==> config.mk <==
export PLATFORM = sky130hd
export DESIGN_NAME = usb_rx_packet_ctrl
export DESIGN_NICKNAME = d
export VERILOG_FILES = /design/src/rtl/usb_rx_pkg.sv /design/src/rtl/usb_rx_packet_ctrl_unstuffer.sv /design/src/rtl/usb_rx_packet_ctrl.sv
export SDC_FILE = /design/constraint.sdc
export NUM_CORES = 1
export LEC_CHECK = 0
export CORE_MARGIN = 8
export CORE_UTILIZATION = 60
export CTS_CLUSTER_DIAMETER = 30
export CTS_CLUSTER_SIZE = 14
export DETAILED_ROUTE_END_ITERATION = 7
export PLACE_DENSITY = 0.92
export SKIP_CTS_REPAIR_TIMING = 1
export SLEW_MARGIN = 20
export SYNTH_ARGS = -nofsm -noshare
export SYNTH_HDL_FRONTEND = slang
export SYNTH_SLANG_ARGS = --single-unit
==> constraint.sdc <==
create_clock -name clk -period 3.63 [get_ports clk]
set_input_delay 0.9075 -clock clk [delete_from_list [all_inputs] [get_ports clk]]
set_output_delay 0.9075 -clock clk [all_outputs]
set_load 0.03 [all_outputs]
==> src/rtl/usb_rx_pkg.sv <==
// Shared types and constants for the USB receive packet path.
package usb_rx_pkg;

   localparam int unsigned RUN_W     = 3;
   localparam int unsigned STUFF_RUN = 6;

   // LSB is the oldest bit on the wire: seven zeros then the trailing one.
   localparam logic [7:0] SYNC_PATTERN = 8'b1000_0000;

   typedef enum logic [1:0] {
      IDLE     = 2'd0,
      DATA     = 2'd1,
      EOP_CHK  = 2'd2,
      WAIT_EOP = 2'd3
   } rx_state_t;

   typedef enum logic [1:0] {
      ERR_NONE   = 2'd0,
      ERR_STUFF  = 2'd1,
      ERR_ALIGN  = 2'd2,
      ERR_BABBLE = 2'd3
   } rx_err_t;

endpackage

==> src/rtl/usb_rx_packet_ctrl_unstuffer.sv <==
// Bit unstuffer: drops the bit following six consecutive ones; one-cycle latency.
module bit_unstuffer
   import usb_rx_pkg::*;
(
   input  logic             clk,
   input  logic             nRST,
   input  logic             in_bit,
   input  logic             in_valid,
   output logic             out_bit,
   output logic             out_valid,
   output logic [RUN_W-1:0] one_count
);

   always_ff @(posedge clk or negedge nRST) begin
      if (!nRST) begin
         out_bit   <= 1'b0;
         out_valid <= 1'b0;
         one_count <= '0;
      end else begin
         out_valid <= 1'b0;
         if (in_valid) begin
            // The bit after a full run is the stuffed bit; legality is judged upstream.
            if (one_count == RUN_W'(STUFF_RUN)) begin
               one_count <= '0;
            end else begin
               out_valid <= 1'b1;
               out_bit   <= in_bit;
               one_count <= in_bit ? one_count + RUN_W'(1) : '0;
            end
         end
      end
   end

endmodule

==> src/rtl/usb_rx_packet_ctrl.sv <==
// Receive packet sequencer: SYNC hunt, unstuffing, byte assembly and packet framing.
module usb_rx_packet_ctrl
   import usb_rx_pkg::*;
#(
   parameter  int unsigned MAX_BYTES = 1027,
   localparam int unsigned COUNT_W   = $clog2(MAX_BYTES + 1)
)(
   input  logic               clk,
   input  logic               nRST,
   input  logic               rx_bit,
   input  logic               rx_se0,
   input  logic               rx_valid,
   output logic [7:0]         rx_byte,
   output logic               rx_byte_valid,
   output logic               rx_pkt_start,
   output logic               rx_pkt_end,
   output logic               rx_pkt_err,
   output logic [1:0]         rx_err_code,
   output logic               rx_active,
   output logic [COUNT_W-1:0] rx_byte_count
);

   rx_state_t        state;
   logic [7:0]       sync_sr;
   logic [7:0]       byte_sr;
   logic [2:0]       bit_cnt;
   logic             tag_q;
   logic             us_bit;
   logic             us_valid;
   logic [RUN_W-1:0] one_count;

   logic       se0_c;
   logic       fwd_c;
   logic       accept_c;
   logic       stuff_err_c;
   logic       babble_c;
   logic       assemble_c;
   logic [7:0] sync_next_c;
   logic [7:0] byte_next_c;

   bit_unstuffer u_unstuff (
      .clk       (clk),
      .nRST      (nRST),
      .in_bit    (rx_bit),
      .in_valid  (fwd_c),
      .out_bit   (us_bit),
      .out_valid (us_valid),
      .one_count (one_count)
   );

   // Per-cycle event decode; SE0 outranks stuff and babble checks.
   always_comb begin
      se0_c       = rx_valid & rx_se0;
      fwd_c       = rx_valid & ~rx_se0 & ((state == IDLE) | (state == DATA));
      accept_c    = us_valid & tag_q & (state == DATA);
      stuff_err_c = fwd_c & (state == DATA) & (one_count == RUN_W'(STUFF_RUN)) & rx_bit;
      babble_c    = accept_c & ~se0_c & (rx_byte_count == COUNT_W'(MAX_BYTES));
      assemble_c  = accept_c & ~babble_c;
      sync_next_c = {rx_bit, sync_sr[7:1]};
      byte_next_c = byte_sr;
      byte_next_c[bit_cnt] = us_bit;
   end

   always_ff @(posedge clk or negedge nRST) begin
      if (!nRST) begin
         state         <= IDLE;
         sync_sr       <= 8'hFF;
         byte_sr       <= '0;
         bit_cnt       <= '0;
         tag_q         <= 1'b0;
         rx_byte       <= '0;
         rx_byte_valid <= 1'b0;
         rx_pkt_start  <= 1'b0;
         rx_pkt_end    <= 1'b0;
         rx_pkt_err    <= 1'b0;
         rx_err_code   <= ERR_NONE;
         rx_active     <= 1'b0;
         rx_byte_count <= '0;
      end else begin
         rx_byte_valid <= 1'b0;
         rx_pkt_start  <= 1'b0;
         rx_pkt_end    <= 1'b0;
         rx_pkt_err    <= 1'b0;
         // Only bits issued in DATA may reach the byte register; the SYNC tail is dropped.
         tag_q         <= fwd_c & (state == DATA);

         if (assemble_c) begin
            byte_sr <= byte_next_c;
            bit_cnt <= bit_cnt + 3'd1;
            if (bit_cnt == 3'd7) begin
               rx_byte       <= byte_next_c;
               rx_byte_valid <= 1'b1;
               rx_byte_count <= rx_byte_count + COUNT_W'(1);
            end
         end

         case (state)
            IDLE: begin
               if (se0_c) begin
                  sync_sr <= 8'hFF;
               end else if (fwd_c) begin
                  sync_sr <= sync_next_c;
                  if (sync_next_c == SYNC_PATTERN) begin
                     state         <= DATA;
                     rx_pkt_start  <= 1'b1;
                     rx_active     <= 1'b1;
                     rx_byte_count <= '0;
                     rx_err_code   <= ERR_NONE;
                     bit_cnt       <= '0;
                  end
               end
            end
            DATA: begin
               if (se0_c) begin
                  state <= EOP_CHK;
               end else if (babble_c) begin
                  state       <= WAIT_EOP;
                  rx_pkt_err  <= 1'b1;
                  rx_err_code <= ERR_BABBLE;
               end else if (stuff_err_c) begin
                  state       <= WAIT_EOP;
                  rx_pkt_err  <= 1'b1;
                  rx_err_code <= ERR_STUFF;
               end
            end
            EOP_CHK: begin
               if ((bit_cnt == 3'd0) && (rx_byte_count != '0)) begin
                  rx_pkt_end <= 1'b1;
               end else begin
                  rx_pkt_err  <= 1'b1;
                  rx_err_code <= ERR_ALIGN;
               end
               state     <= IDLE;
               rx_active <= 1'b0;
               sync_sr   <= 8'hFF;
            end
            WAIT_EOP: begin
               if (se0_c) begin
                  state     <= IDLE;
                  rx_active <= 1'b0;
                  sync_sr   <= 8'hFF;
               end
            end
            default: state <= IDLE;
         endcase
      end
   end

endmodule
==> results.md <==
Status:
- The flow ran to the end, and the final reports show no timing, DRC or antenna violations.

Worst setup path:
- The number of buffers and inverters on the critical path is 1.
- The peak fanout along the critical path is 13.
- On the worst path, the slowest cell contributes a delay of 0.68 ns.
- Traced cell by cell, the critical path runs through clkdlybuf4s50_1 -> and2_0 -> nor4_1 -> nor2_1 -> nand3_1 -> mux2_2.
- The kind of end point of the critical path is a flip-flop.
- Data arrives at the worst endpoint at 3.33 ns.
- The cell with the biggest individual delay on the critical path is sky130_fd_sc_hd__nor4_1.
- For the worst setup path, the data required time is 3.82 ns.
- Among cell families on the critical path, the largest total delay comes from simple AND/OR/NAND/NOR gates.
- The critical path in this run is classified as in -> reg.
- STA classifies the critical path startpoint as an input pin.

Die:
- The die is 81.89 um wide.
- The floorplan step defined a die boundary enclosing 6706 um^2.
- Pin placement for this block handled 31 I/O pins.
- For this configuration, the core starts out at a cell density of 61.09%.
- The total number of placement rows is 24.
- The total area inside the core boundary comes to 4264 um^2.
- In this run the vertical extent of the chip is 81.89 um.

Drt:
- The routed wire length is 5.276 mm.
- The iteration-0 DRC count of the detailed router is 139.
- After detailed routing, the number of remaining DRC violations is 0.
- Before antenna repair, the detailed router went through 7 iterations.
- The wire length per cell after detailed routing is 15.25 um.
- The vias after detailed routing is 1967.
- The count of antenna-violating nets left after detailed routing is 0.
- After detailed routing, the number of vias per cell comes to 5.685.

Clocking:
- The clock tree synthesis step divided the H-tree into 2 levels.
- The clock insertion delay at the later pin of the skew report is 0.31 ns.
- The tree is rooted in a sky130_fd_sc_hd__clkbuf_8.
- After clock tree synthesis, the clock-pin slew on the worst setup and hold paths is 0.09 ns.
- The TritonCTS clock tree is yes.
- The count of clock tree sinks is 52.
- The number of clock buffers added by TritonCTS is 5.
- The clock passes through at most 2 buffers.

Final layout:
- In the layout the commonest cells are 45 x sky130_fd_sc_hd__dfrtp_1, 40 x sky130_fd_sc_hd__nor2_1, 29 x sky130_fd_sc_hd__clkdlybuf4s50_1.
- For this run, the share of the core covered by cells in the final layout is 72.21%.
- The area used by multi-input combinational logic is 1231 um^2.
- Summing all flip-flop and latch instances after layout gives 1310 um^2.
- 0 antenna diodes ended up in the layout.
- The most common cell after layout, fill and taps aside is sky130_fd_sc_hd__dfrtp_1.
- The layout has between 300 and 400 filler cells.
- In the final layout, the share of cells above drive strength 1 is 9.864%.
- The area growth from synthesis to layout is 18.20%.
- The final layout contains 309 nets.

STA:
- The worst-case setup margin in the final layout is 0.4967 ns.
- The ratio of final minimum period to clock period is 86.32%.
- Across all hold checks on the routed design, the worst slack comes to 0.4844 ns.
- The number of slew-limit violations in the final report is 0.
- At the pin with the least slew margin, the transition time is 0.9274 ns.
- The number of hold-slack violations in the final timing report is 0.
- In this run the tightest slew margin relative to its limit is 37.95%.
- Across the routed clock network, the largest skew measured is 0.009221 ns.
- Setup repair after global routing left no endpoint under its margin.
- The final critical path time including I/O delays and setup is 3.133 ns.
- Setup violations remaining at the end of the flow were counted as 0.
- The final total negative setup slack is 0 ns.
- Based on the critical path, the design can be clocked at up to between 0.3 and 0.4 GHz.

Global routing:
- For this run, the total global-route usage over all layers was measured as 17.11%.
- The number of antenna violations at the first check in global routing is 0.
- The via count of the first global-routing pass is 1881.
- The pin count of the biggest net entering global routing is between 40 and 50.
- The total congestion overflow is 0.
- The first global-routing pass estimated 9.045 mm of wire.

Logic synthesis:
- The proportion of synthesized chip area in sequential cells is 50.29%.
- During synthesis, Yosys emitted a total of 0 warnings.
- The flip-flop cell with the highest count after synthesis is sky130_fd_sc_hd__dfrtp_1.
- The number of nets produced by synthesis is 280.
- The share of flip-flops with an asynchronous set or reset after synthesis is 100.0%.
- The number of different library cells used by synthesis comes to 39.
- After synthesis the netlist holds a flip-flop and latch count of 52.
- The post-synthesis instance area is 2605 um^2.
- The number of enable-type register cells in the synthesized netlist is 0.
- The cell count after synthesis is 264.
- The mean instance size in the synthesized netlist is 9.867 um^2.

Place:
- The wire-length estimate of the detail-placed layout is 3.677 mm.
- The post-placement setup slack is 0.3977 ns.
- The total of buffers placed on input and output ports is 30.
- The congestion estimate from routability-driven global placement came to 0.8265.

Flow run:
- The reported max-cap violation count is 0.

Worst hold path:
- The path class of the tightest hold or removal check is reg -> reg.

Power:
- IR analysis of the VDD net gives a maximum drop of 377.0 uV.
- In this run the power density over the cells is 656.3 nW/um^2.
- The standby leakage power is 1.346 nW.
## metal layers
layer	GRT usage (%)	part of all wire [%]	up-vias	wire length [um]
li1	-	-	970	-
met1	21.76	45	957	2391
met2	27.78	49	32	2579
met3	4.486	4.1	8	215
met4	5.439	1.7	0	89
met5	0	0	-	0
## layout make-up
class | count | area share [%]
inverter | 11 | 1.341
multi-input combinational | 192 | 39.98
sequential | 52 | 42.54
timing repair buffer | 31 | 9.915
tap | 52 | 2.113
clock inverter | 1 | 0.9752
clock buffer | 7 | 3.129
## registers in the layout, indices dropped and copies added, names as in the netlist, 2 cells and up
signal               count
rx_err_code              2
rx_byte_count           11
rx_byte                  8
byte_sr                  8
sync_sr                  7
u_unstuff.one_count      3
state                    2
bit_cnt                  3
## power by group
| part | switching [mW] | internal [mW] | total [mW] |
|---|---|---|---|
| Clock | 0.193 | 0.243 | 0.437 |
| Combinational | 0.408 | 0.302 | 0.709 |
| Sequential | 0.129 | 0.746 | 0.875 |
| Total | 0.730 | 1.29 | 2.02 |
## tightest hold or removal path: cells and delay by family (launching register included)
family | cells | cell delay, ns
flip-flops | 1 | 0.38
AND/OR/NAND/NOR | 1 | 0.04
AO/OA/AOI/OAI | 1 | 0.07
## stage by stage
stage | power (mW) | instance area (um^2) | std cells
after global routing | 2.173 | 3079 | 346
final | 2.021 | 3079 | 346
after detailed placement | 1.586 | 2944 | 338
after CTS | 2.029 | 3070 | 346
after floorplan | 1.398 | 2605 | 264
after global placement | 1.548 | 2944 | 338
## Yosys cell counts, types with 3 or more instances
cell type,n,area share [%]
sky130_fd_sc_hd__inv_1,11,1.6
sky130_fd_sc_hd__or3_1,3,0.72
sky130_fd_sc_hd__dfrtp_1,45,43
sky130_fd_sc_hd__xor2_1,5,1.7
sky130_fd_sc_hd__nor2_1,40,5.8
sky130_fd_sc_hd__clkbuf_1,9,1.3
sky130_fd_sc_hd__mux2i_1,13,5.0
sky130_fd_sc_hd__dfstp_2,7,7.1
sky130_fd_sc_hd__mux2_2,6,2.6
sky130_fd_sc_hd__nand2_1,22,3.2
sky130_fd_sc_hd__nand3_1,15,2.9
sky130_fd_sc_hd__nor3_1,5,0.96
sky130_fd_sc_hd__ha_1,11,5.3
sky130_fd_sc_hd__o21ai_0,15,2.9
sky130_fd_sc_hd__and3_1,5,1.2
sky130_fd_sc_hd__a21oi_1,18,3.5
sky130_fd_sc_hd__xnor2_1,4,1.3
## path summary, 6_finish.rpt
path	startpoint	end	slack (ns)	cells after the start
setup / recovery	rx_valid	byte_sr[1]$_DFFE_PN0N_	0.50	6
hold / removal	sync_sr[1]$_DFFE_PN1P_	sync_sr[1]$_DFFE_PN1P_	0.48	2
setup reg to reg	rx_byte_count[2]$_DFF_PN0_	byte_sr[1]$_DFFE_PN0N_	0.79	5
hold reg to reg	sync_sr[1]$_DFFE_PN1P_	sync_sr[1]$_DFFE_PN1P_	0.48	2
max in group asynchronous	nRST	sync_sr[7]$_DFFE_PN1P_	2.43	2
min in group asynchronous	nRST	rx_active$_DFFE_PN0P_	0.58	1
## cells by family (layout without fill, tap and decap cells)
kind of cell,after synthesis,in the layout,share of synthesized area [%]
mux,21,21,8.453
xor+xnor,9,9,3.026
fa+ha+maj,11,11,5.283
simple gates,108,108,20.27
compound gates,43,43,9.799
buf+inv,20,50,2.882
flops,52,52,50.29
Note: power is estimated with default switching activity, not from simulation.
